==> src/rtl/pwm_decoder.sv <==
// pwm_decoder: measures high time and period of an incoming PWM waveform in
// step ticks, emitting one result per completed period, and flags a line
// that stops toggling for TIMEOUT ticks as stuck high or stuck low.
module pwm_decoder #(
  parameter int W       = 10,
  parameter int TIMEOUT = 1023
) (
  input  logic         clk,
  input  logic         rst,
  input  logic         ena,
  input  logic         step,
  input  logic         pwm_in,
  output logic [W-1:0] high_time,
  output logic [W-1:0] period,
  output logic         valid,
  output logic         stuck_high,
  output logic         stuck_low
);

  localparam logic [W-1:0] ONE = W'(1);
  localparam logic [W-1:0] MAX = '1;
  localparam logic [W-1:0] TMO = W'(TIMEOUT);

  typedef enum logic [1:0] {
    SYNC = 2'd0,
    HIGH = 2'd1,
    LOW  = 2'd2
  } state_t;

  state_t       state, state_n;
  logic         pwm_meta, pwm_s, pwm_d;
  logic         rise, fall, any_edge, timeout;
  logic [W-1:0] hcnt, hcnt_n;
  logic [W-1:0] pcnt, pcnt_n;
  logic [W-1:0] icnt, icnt_n;
  logic [W-1:0] icnt_inc;
  logic [W-1:0] high_time_n, period_n;
  logic         valid_n, stuck_high_n, stuck_low_n;

  function automatic logic [W-1:0] sat_inc(input logic [W-1:0] v);
    return (v == MAX) ? v : v + ONE;
  endfunction

  // Two-flop synchronizer plus a delay flop for edge detection; runs regardless of ena/step
  always_ff @(posedge clk) begin
    if (rst) begin
      pwm_meta <= 1'b0;
      pwm_s    <= 1'b0;
      pwm_d    <= 1'b0;
    end else begin
      pwm_meta <= pwm_in;
      pwm_s    <= pwm_meta;
      pwm_d    <= pwm_s;
    end
  end

  assign rise     = pwm_s & ~pwm_d;
  assign fall     = ~pwm_s & pwm_d;
  assign any_edge = rise | fall;
  assign icnt_inc = icnt + ONE;
  // The timeout fires only on the tick that carries icnt up to TMO, so a held line reports once
  assign timeout  = ena & ~any_edge & step & (icnt != TMO) & (icnt_inc == TMO);

  // State, counter and result registers
  always_ff @(posedge clk) begin
    if (rst) begin
      state      <= SYNC;
      hcnt       <= '0;
      pcnt       <= '0;
      icnt       <= '0;
      high_time  <= '0;
      period     <= '0;
      valid      <= 1'b0;
      stuck_high <= 1'b0;
      stuck_low  <= 1'b0;
    end else begin
      state      <= state_n;
      hcnt       <= hcnt_n;
      pcnt       <= pcnt_n;
      icnt       <= icnt_n;
      high_time  <= high_time_n;
      period     <= period_n;
      valid      <= valid_n;
      stuck_high <= stuck_high_n;
      stuck_low  <= stuck_low_n;
    end
  end

  // Next-state and measurement logic: timeout first, otherwise edge-driven FSM with tick counting
  always_comb begin
    state_n      = state;
    hcnt_n       = hcnt;
    pcnt_n       = pcnt;
    icnt_n       = icnt;
    high_time_n  = high_time;
    period_n     = period;
    valid_n      = 1'b0;
    stuck_high_n = stuck_high;
    stuck_low_n  = stuck_low;

    if (!ena) begin
      state_n = SYNC;
      hcnt_n  = '0;
      pcnt_n  = '0;
      icnt_n  = '0;
    end else begin
      if (any_edge) begin
        icnt_n       = '0;
        stuck_high_n = 1'b0;
        stuck_low_n  = 1'b0;
      end else if (step && (icnt != TMO)) begin
        icnt_n = icnt_inc;
      end

      if (timeout) begin
        state_n      = SYNC;
        hcnt_n       = '0;
        pcnt_n       = '0;
        valid_n      = 1'b1;
        period_n     = TMO;
        high_time_n  = pwm_s ? TMO : '0;
        stuck_high_n = pwm_s;
        stuck_low_n  = ~pwm_s;
      end else begin
        case (state)
          SYNC: begin
            if (rise) begin
              state_n = HIGH;
              hcnt_n  = step ? ONE : '0;
              pcnt_n  = step ? ONE : '0;
            end
          end
          HIGH: begin
            if (step) begin
              pcnt_n = sat_inc(pcnt);
            end
            if (fall) begin
              state_n = LOW;
            end else if (step) begin
              hcnt_n = sat_inc(hcnt);
            end
          end
          LOW: begin
            if (rise) begin
              state_n     = HIGH;
              high_time_n = hcnt;
              period_n    = pcnt;
              valid_n     = 1'b1;
              hcnt_n      = step ? ONE : '0;
              pcnt_n      = step ? ONE : '0;
            end else if (step) begin
              pcnt_n = sat_inc(pcnt);
            end
          end
          default: begin
            state_n = SYNC;
            hcnt_n  = '0;
            pcnt_n  = '0;
          end
        endcase
      end
    end
  end

endmodule

==> config.mk <==
export PLATFORM = sky130hd
export DESIGN_NAME = pwm_decoder
export DESIGN_NICKNAME = d
export VERILOG_FILES = /design/src/rtl/pwm_decoder.sv
export SDC_FILE = /design/constraint.sdc
export NUM_CORES = 1
export LEC_CHECK = 0
export CAP_MARGIN = 40
export CORE_MARGIN = 3
export CORE_UTILIZATION = 30
export CTS_BUF_LIST = sky130_fd_sc_hd__clkbuf_16
export CTS_CLUSTER_SIZE = 28
export DETAILED_ROUTE_END_ITERATION = 16
export GPL_TIMING_DRIVEN = 0
export PLACE_DENSITY = 0.59
export REMOVE_ABC_BUFFERS = 1
export SETUP_SLACK_MARGIN = 0.1
export SKIP_LAST_GASP = 1
export SLEW_MARGIN = 10
export SYNTH_ARGS = -nofsm -noshare
export SYNTH_HDL_FRONTEND = slang
export SYNTH_SLANG_ARGS = --single-unit
export TNS_END_PERCENT = 1
==> constraint.sdc <==
create_clock -name clk -period 3.97 [get_ports clk]
set_clock_uncertainty 0.05 [all_clocks]
set_input_delay 0.5955 -clock clk [delete_from_list [all_inputs] [get_ports clk]]
set_output_delay 0.5955 -clock clk [all_outputs]
set_load 0.05 [all_outputs]
==> results.md, run 1 <==
- Outcome: finished, final reports clean
- CP Launch Point: step
- CTS Hold Bufs: 0
- Sequential share of power: 42.4%
- Crit Reg-Reg Startpoint: pwm_s
- Slew headroom: 44.7%
- Clock buffer count from CTS: 9
- Part of the power in the clock network: 54.0%
- CTS Buffer Depth: 2
- Cells on worst reg2reg path: 8
- Dpl cell area: approximately 0.0032 mm2
- Worst Setup EP: pcnt[4]
- Inst Count DP: 457
- Area contributors post-synth: dfxtp_1 40%, o221a_1 7.8%, nor2_1 3.7%, xnor2_1 3.1%, ha_1 2.6%
- CP required: a little over 4 ns
- Mapped Area: between 0.002 and 0.003 mm2
- Endpoints failing setup: 0
- Unique masters post-synth: slightly below 60
- Worst r2r dst: pcnt[4]
- DRT Wirelength: 6.51 mm
- Critical Path End Type: flop
- Maximum fanout along the worst path: 12
- I/O pins: 28
- 1st-pass router iterations: 4
- Post-synthesis cell count: 318
- Setup TNS: 0 ns
- Layout Utilization: 38.1%
- Sw Ratio: around 22%
- WP depth: 7
- Final Instance Area: about 0.0035 mm2
- Routability cong.: slightly above 0.8
- Root buffer selected by CTS: clkbuf_16
- Static Leak: around 1.1 nW
- Post-synth EDFFs: 0
- Share of layout cells above drive strength 1: a little under 10%
- Final Hold Viols: 0
- Peak VDD IR: about 220 uV
- RSZ-0062 raised after global routing: no
- Yosys reg bits: 58
- CTS tree: yes
- First-pass GRT wire length: approximately 11 mm
- # Post-CTS Setup Buffers: 0
- Core footprint: between 0.009 and 0.01 mm2
- Fmax: around 390 MHz
- CTS clk-pin slew, worst paths: 0.05 ns
- CP Launch Type: input port
- Slew of the pin with the lowest slew margin: between 0.8 and 0.9 ns
- Slew Viols, Final: 0
- Crit path setup slack, layout: around 1.4 ns
- Critical path buffers and inverters: 2
- Critical-path cell list: clkdlybuf4s50_1, nand4_1, nor2_1, o211ai_1, o21ai_2, buf_6, a211oi_1
- Worst min-delay path class: reg -> reg
- Htree depth: 3
- Main synth FF type: dfxtp_1
- Seq/Total Area, Yosys: approximately 40%
- Comb power frac: roughly 3.5%
- DRT antenna net count: 0
- Power per Cell Area: just under 400 mW/mm2
- Top delay family on crit path: buffers and inverters
- Pin count of the biggest net entering global routing: 21
- Final cell count without fillers: approximately 470
- CP max stage delay: 0.71 ns
- Yosys top cell area share: about 40%
- Worst R2R Setup Slack: between 1.5 and 2 ns
- Sinks on Clock Net: 58
- DRC: 0
- Period utilization: between 60% and 70%
- Final net count: between 300 and 400
- Dpl hpwl: 4.51 mm
- Worst-Skew Late Latency: 0.32 ns
- Final min period: 2.60 ns
- Max cap viols: 0
- Chip height: 104 um
- Net switching power: approximately 310 uW
- Yosys warning count: 0
- Largest area contributor in the netlist: dfxtp_1
- Initial Util: a little under a third
- Vias in the first global route: 2298
- # rows: 35
- CP arrival: 2.75 ns
- Diodes inserted: 0
- Slowest cell on the critical path: clkdlybuf4s50_1
- Async set-or-reset flop fraction in the synthesized netlist: 0%
- Total grt overflow: 0
- Crit path kind: in -> reg
- Initial antenna violation count: 0
- Port buffer count: 27
- All-Layer GR Usage: 12.8%
- Pre-CTS setup slack: between 1 and 1.5 ns
- Drt first-iter violations: around 100
- Pint: between 1 and 1.5 mW
- Vias: around 2500
- Synth-to-Final Area Change: 23.1%
- Post_cts resized: 0
- Die Wd: 104 um
- Syn_area_per_cell: around 9.0 um2
- DIE AREA: 0.0108 mm2
- Wire length per cell: approximately 14 um
- Drt via density: ~5.2
==> cell type report <==
| cell class | instances | area [um2] |
|---|---|---|
| clock inverter | 7 | 70.1 |
| multi-input combinational | 229 | 1570 |
| clock buffer | 9 | 225 |
| fill | 927 | 5750 |
| inverter | 10 | 37.5 |
| timing repair buffer | 31 | 312 |
| tap | 129 | 161 |
| sequential | 58 | 1160 |
==> cells by family after synthesis <==
logic type	count (synthesis)	share of synthesized area, %
simple gates	119	22.9
mux	1	0.523
xor+xnor	17	5.19
fa+ha+maj	6	2.61
buf+inv	31	5.10
flops	58	40.4
compound gates	86	23.2
==> synthesized netlist by cell type, drive strengths merged (3+ instances only) <==
cell type and count:
xor2 7, clkbuf 8, nor2 28, dfxtp 58, a31oi 6, nor4 9, nand2 14, a211oi 3
nor3 16, nand2b 3, ha 6, buf 13, nand3 15, o221a 20, nand4 10, o21ai 16
and4 4, xnor2 10, a21oi 15, inv 9, nor2b 8, o211ai 4, a41oi 3
==> how the worst min path moves through the flow <==
stage / start / to / slack (ns) / cells past startpoint
after floorplan: pwm_meta / pwm_s / 0.36 / 1
after global placement: pwm_meta / pwm_s / 0.37 / 1
after detailed placement: pwm_meta / pwm_s / 0.38 / 1
after CTS: pwm_meta / pwm_s / 0.39 / 1
after global routing: pwm_meta / pwm_s / 0.41 / 1
final: pwm_meta / pwm_s / 0.38 / 1
==> registers in the layout, indices dropped and copies added, names as in the netlist, 2 cells and up <==
| name | flops |
|---|---|
| hcnt | 10 |
| high_time | 10 |
| icnt | 10 |
| pcnt | 10 |
| period | 10 |
| state | 2 |
==> cell usage in the layout (no fill, tap or decap), types with 10 or more instances in the layout <==
cell type / Yosys / routed
nor2_1: 28 / 28
xnor2_1: 10 / 10
o21ai_0: 14 / 14
nand3_1: 15 / 15
o221a_1: 20 / 20
dfxtp_1: 58 / 58
nand2_1: 14 / 14
a21oi_1: 14 / 14
clkdlybuf4s50_1: 0 / 27
nor3_1: 15 / 15
==> per-layer routing <==
metal / GRT usage, % / up-vias / part of all wire (%) / wire length, um
met5: 0 / - / 0 / 0
met3: 4.74 / 2 / 4.2 / 274
met2: 20.1 / 51 / 47 / 3040
met1: 16.6 / 1160 / 48 / 3160
met4: 3.51 / 0 / 0.58 / 38
li1: - / 1240 / - / -
==> through the flow <==
| stage | hold WS, ns | total power, mW |
|---|---|---|
| 6_report | 0.384 | 1.39 |
| 5_1_grt | 0.412 | 1.44 |
| 4_1_cts | 0.389 | 1.41 |
| 3_5_place_dp | 0.377 | 0.651 |
| 3_3_place_gp | 0.373 | 0.648 |
| 2_1_floorplan | 0.364 | 0.630 |
==> power by group through the flow <==
stage | Sequential [mW] | Clock [mW] | Combinational [mW]
after floorplan | 0.601 | 0 | 0.0294
after global placement | 0.602 | 0 | 0.0461
after detailed placement | 0.602 | 0 | 0.0487
after CTS | 0.590 | 0.770 | 0.0489
after global routing | 0.590 | 0.797 | 0.0552
final | 0.590 | 0.751 | 0.0489
(Power assumes the default switching activity.)
==> inputs of run 2 (changes only) <==
--- a/config.mk
+++ b/config.mk
@@ -12,7 +12,7 @@
 export CTS_CLUSTER_SIZE = 28
 export DETAILED_ROUTE_END_ITERATION = 16
 export GPL_TIMING_DRIVEN = 0
-export PLACE_DENSITY = 0.59
+export PLACE_DENSITY = 0.61
 export REMOVE_ABC_BUFFERS = 1
 export SETUP_SLACK_MARGIN = 0.1
 export SKIP_LAST_GASP = 1
==> constraint.sdc (replaced) <==
create_clock -name clk -period 2.34 [get_ports clk]
set_clock_uncertainty 0.05 [all_clocks]
set_input_delay 0.351 -clock clk [delete_from_list [all_inputs] [get_ports clk]]
set_output_delay 0.351 -clock clk [all_outputs]
set_load 0.05 [all_outputs]
==> results.md, run 2 (synthesis results as in run 1) <==
- Final Hold Viols: 0 (unchanged)
- CP arrival: 2.36 ns (-0.39 ns)
- Crit path setup slack, layout: 0.143 ns (-1.23 ns)
- DRC: 0 (unchanged)
- DRT Wirelength: 6.50 mm (-0.12%)
- CP max stage delay: 0.49 ns (-0.22 ns)
- Commonest non-fill, non-tap cells in the layout: 56 x dfxtp_1, 28 x nor2_1, 27 x clkdlybuf4s50_1
- CP Launch Type: flop
- RSZ-0062 raised after global routing: yes
- Critical path buffers and inverters: 1 (-1)
- Top delay family on crit path: simple AND/OR/NAND/NOR gates
- Final hold slack: 0.390 ns (+0.00580 ns)
- Critical-path cell list: ha_2, mux2_4, a31oi_1, buf_4, or4_1, xor2_1, nor3_2
- Core footprint: 0.00928 mm2 (unchanged)
- Clock buffer count from CTS: 9 (unchanged)
- Root buffer selected by CTS: clkbuf_16
- Maximum fanout along the worst path: 10 (-2)
- Outcome: finished, final reports clean
- CTS tree: yes
- Commonest non-fill, non-tap cell in the layout: dfxtp_1
- Crit path kind: reg -> reg
- Part of the power in the clock network: 54.2% (+0.2 points)
- CTS clk-pin slew, worst paths: 0.06 ns (about the same)
- Share of layout cells above drive strength 1: 11.8% (+2.0 points)
- Diodes inserted: 0 (unchanged)
- Worst min-delay path class: reg -> reg
- Chip height: 104 um (unchanged)
- Routability cong.: 0.874 (+6.5%)
- DRT antenna net count: 0 (unchanged)
- Critical Path End Type: flop
- Slew Viols, Final: 0 (unchanged)
- WP depth: 7 (unchanged)
- Peak VDD IR: 349 uV (+58%)
- Total grt overflow: 0 (unchanged)
- Setup TNS: 0 ns (unchanged)
- CTS Buffer Depth: 2 (unchanged)
- Pre-CTS setup slack: -0.282 ns (-1.33 ns)
- Vias: 2435 (-0.73%)
- DIE AREA: 0.0108 mm2 (unchanged)
- CP required: 2.50 ns (-1.62 ns)
- First-pass GRT wire length: 11.0 mm (-3.8%)
- Dpl cell area: 0.00324 mm2 (+0.12%)
- CP Launch Point: pwm_s
- Final Instance Area: 0.00360 mm2 (+1.8%)
- Slew headroom: 53.0% (+8.3 points)
- Cells on worst reg2reg path: 7 (-1)
- I/O pins: 28 (unchanged)
- # rows: 35 (unchanged)
- Net switching power: 528 uW (+72%)
- Final net count: 352 (+0.57%)
- Hold path start: pwm_meta
- Htree depth: 3 (unchanged)
- Initial Util: 30.9% (unchanged)
- Power per Cell Area: 659 mW/mm2 (+68%)
- Drt first-iter violations: 86 (-13%)
- Fmax: about 460 MHz
- Wire length per cell: 13.7 um (-0.54%)
- # fillers: 939 (+1.3%)
- Crit Reg-Reg Startpoint: pwm_s
- 1st-pass router iterations: 4 (unchanged)
- Sequential share of power: 42.2% (-0.2 points)
- Vias in the first global route: 2321 (+1.0%)
- Endpoints failing setup: 0 (unchanged)
- Slowest cell on the critical path: or4_1
- Period utilization: a little over nine tenths
- All-Layer GR Usage: 12.2% (-0.56 points)
- Die Wd: 104 um (unchanged)
- Final min period: around 2.2 ns
- Pint: 1.84 mW (+70%)
- Sw Ratio: 22.3% (+0.24 points)
- Initial antenna violation count: 0 (unchanged)
- Comb power frac: 3.6% (about the same)
- Dpl hpwl: 4.48 mm (-0.67%)
- Drt via density: 5.13 (-1.2%)
- Synth-to-Final Area Change: 25.3%
- Max cap viols: 0 (unchanged)
- Sinks on Clock Net: 58 (unchanged)
- Worst-Skew Late Latency: 0.33 ns (about the same)
- Slew of the pin with the lowest slew margin: 0.705 ns (-0.125 ns)
- Port buffer count: 27 (unchanged)
- Static Leak: 1.14 nW (+2.5%)
- Pin count of the biggest net entering global routing: 21 (unchanged)
- Hold Crit Depth: 1 (unchanged)
run 2: final timing paths:
path / to / slack, ns
max: hcnt[8] / 0.14
min: pwm_s / 0.39
max reg2reg: hcnt[8] / 0.14
min reg2reg: pwm_s / 0.39
run 2: cell type report:
class	instances	area [um2]	share of cell area (%)
Multi-Input combinational cell	229	1610	44.7
Inverter	10	37.5	1.04
Timing Repair Buffer	33	330	9.18
Sequential cell	58	1160	32.3
Clock inverter	7	70.1	1.95
Clock buffer	9	225	6.26
Tap cell	129	161	4.49
run 2: layer usage:
| metal | GRT usage (%) | share of wire (%) | vias to the layer above |
|---|---|---|---|
| met1 | 15.5 | 48 | 1133 |
| li1 | - | - | 1236 |
| met5 | 0 | 0 | - |
| met3 | 3.61 | 4.1 | 9 |
| met4 | 4.46 | 1.5 | 0 |
| met2 | 19.7 | 47 | 57 |
run 2: power groups by stage:
| stage | clock [mW] | sequential [mW] | combinational, mW |
|---|---|---|---|
| floorplan | 0 | 1.02 | 0.0500 |
| finish | 1.29 | 1.00 | 0.0845 |
| global route | 1.35 | 1.00 | 0.0949 |
| global placement | 0 | 1.02 | 0.0778 |
| CTS | 1.32 | 1.00 | 0.0839 |
| detailed placement | 0 | 1.02 | 0.0841 |
run 2: stage by stage:
stage	power, mW	cells	utilization [%]
after floorplan	1.07	297	-
after global placement	1.10	453	34.4
after detailed placement	1.11	457	34.9
after CTS	2.40	473	38.2
after global routing	2.45	475	38.7
final	2.37	475	38.7
run 2: what timing repair did:
item                                   4_1_cts  5_1_grt
endpoints found under the hold margin        0        0
gates resized for setup                      1        7
pin swaps                                    0        3
hold buffers                                 0        0
setup endpoints to repair                   23       43
buffers inserted                             0        2
==> inputs of run 3 (changes only) <==
--- a/config.mk
+++ b/config.mk
@@ -7,12 +7,12 @@
 export LEC_CHECK = 0
 export CAP_MARGIN = 40
 export CORE_MARGIN = 3
-export CORE_UTILIZATION = 30
+export CORE_UTILIZATION = 50
 export CTS_BUF_LIST = sky130_fd_sc_hd__clkbuf_16
 export CTS_CLUSTER_SIZE = 28
 export DETAILED_ROUTE_END_ITERATION = 16
 export GPL_TIMING_DRIVEN = 0
-export PLACE_DENSITY = 0.61
+export PLACE_DENSITY = 0.86
 export REMOVE_ABC_BUFFERS = 1
 export SETUP_SLACK_MARGIN = 0.1
 export SKIP_LAST_GASP = 1
==> results.md, run 3 (synthesis results as in run 1) <==
- Initial antenna violation count: 0 (unchanged)
- Die Wd: 81.8 um (-21%)
- Period utilization: 98.5% (+4.6 points)
- Routability cong.: 0.870 (-0.41%)
- Slew Viols, Final: 0 (unchanged)
- Clock buffer count from CTS: 9 (unchanged)
- Dpl cell area: 0.00315 mm2 (-2.9%)
- Drt via density: 6.29 (+23%)
- Commonest non-fill, non-tap cell in the layout: dfxtp_1
- CTS Hold Bufs: 0 (unchanged)
- First-pass GRT wire length: 11.8 mm (+7.1%)
- I/O pins: 28 (unchanged)
- 1st-pass router iterations: 5 (+1)
- Final net count: 353 (+0.28%)
- Chip height: 81.8 um (-21%)
- DIE AREA: 0.00669 mm2 (-38%)
- Worst-Skew Late Latency: 0.33 ns (about the same)
- Pint: 1.94 mW (+5.3%)
- CP Launch Type: flop
- Fmax: 434 MHz (-4.7%)
- Part of the power in the clock network: 55.7% (+1.5 points)
- Final Hold Viols: 0 (unchanged)
- Power per Cell Area: 695 mW/mm2 (+5.4%)
- RSZ-0062 raised after global routing: yes
- Htree depth: 3 (unchanged)
- Final Instance Area: 0.00353 mm2 (-1.8%)
- DRT antenna net count: 0 (unchanged)
- CTS Buffer Depth: 2 (unchanged)
- Critical Path End Type: flop
- Tot Pwr: 2.45 mW (+3.5%)
- Root buffer selected by CTS: clkbuf_16
- Pre-CTS setup slack: -0.500 ns (-0.218 ns)
- Commonest non-fill, non-tap cells in the layout: 58 x dfxtp_1, 28 x nor2_1, 27 x clkdlybuf4s50_1
- CP required: 2.55 ns (+0.05 ns)
- CTS tree: yes
- Slew headroom: 62.4% (+9.4 points)
- Sequential share of power: 40.8% (-1.4 points)
- Drt first-iter violations: 244 (+180%)
- Sw Ratio: 20.9% (-1.3 points)
- Pin count of the biggest net entering global routing: 21 (unchanged)
- Share of layout cells above drive strength 1: 10.7% (-1.2 points)
- Initial Util: 53.8% (+23 points)
- Final min period: 2.31 ns (+0.108 ns)
- CP arrival: 2.52 ns (+0.16 ns)
- Total grt overflow: 0 (unchanged)
- DRT Wirelength: 7.01 mm (+7.8%)
- All-Layer GR Usage: 23.0% (+11 points)
- Vias in the first global route: 2441 (+5.2%)
- Crit path setup slack, layout: 0.0343 ns (-0.108 ns)
- Sinks on Clock Net: 58 (unchanged)
- Static Leak: 1.15 nW (+0.58%)
- Max cap viols: 0 (unchanged)
- CTS clk-pin slew, worst paths: 0.05 ns (about the same)
- # rows: 26 (-26%)
- Comb power frac: 3.5% (about the same)
- Endpoints failing setup: 0 (unchanged)
- Slew of the pin with the lowest slew margin: 0.559 ns (-0.145 ns)
- Core footprint: 0.00534 mm2 (-43%)
- Port buffer count: 27 (unchanged)
- Worst min-delay path class: reg -> reg
- Net switching power: 513 uW (-2.8%)
- Vias: 2618 (+7.5%)
- DRC: 0 (unchanged)
- Synth-to-Final Area Change: 23.0%
- Diodes inserted: 0 (unchanged)
- Outcome: finished, final reports clean
- Maximum fanout along the worst path: 10 (unchanged)
- Crit path kind: reg -> reg
- Peak VDD IR: 473 uV (+36%)
- Wire length per cell: 16.9 um (+23%)
- Dpl hpwl: 4.26 mm (-4.9%)
run 3: cell type report:
type,instances,area (um2)
timing repair buffer,33,317
multi-input combinational,230,1620
clock buffer,9,225
fill,407,1800
tap,70,87.6
clock inverter,6,82.6
sequential,58,1160
inverter,10,37.5
run 3: power groups by stage:
stage / registers, mW / logic, mW / clock network, mW
6_report: 1.00 / 0.0858 / 1.37
5_1_grt: 1.00 / 0.0930 / 1.42
4_1_cts: 1.00 / 0.0829 / 1.38
3_5_place_dp: 1.02 / 0.0803 / 0
3_3_place_gp: 1.02 / 0.0757 / 0
2_1_floorplan: 1.02 / 0.0500 / 0
run 3: path summary, 6_finish.rpt:
check / from / cells past startpoint / end / slack, ns
max: icnt[0] / 7 / period[9] / 0.03
min: pwm_meta / 1 / pwm_s / 0.39
max reg2reg: icnt[0] / 7 / period[9] / 0.03
min reg2reg: pwm_meta / 1 / pwm_s / 0.39
run 3: what timing repair did:
action / CTS / global route
setup buffers: 3 / 0
setup endpoints to repair: 34 / 41
resized for setup: 3 / 3
pin swaps: 2 / 0
cloned: 1 / 0
run 3: stage by stage:
step	cells	util (%)	hold WS [ns]	setup TNS (ns)
6_report	416	66.2	0.390	0
5_1_grt	416	66.2	0.431	-2.45
4_1_cts	416	65.8	0.393	0
3_5_place_dp	397	59.0	0.390	-12.39
3_3_place_gp	394	58.5	0.378	-26.97
2_1_floorplan	297	-	0.364	-1.05
run 3: worst max-delay path: stages (launching register included):
cell	delay, ns
dfxtp_1	0.39
ha_1	0.29
nand2b_1	0.16
a21oi_1	0.25
o211ai_1	0.27
buf_4	0.22
o21ai_4	0.35
o221a_1	0.26
run 3: layer usage:
layer / up-vias / share of wire, % / global-route usage (%)
met1: 1225 / 41 / 26.6
met3: 28 / 7.8 / 7.68
met4: 0 / 3.8 / 11.3
met5: - / 0 / 0
met2: 116 / 48 / 37.8
li1: 1249 / - / -
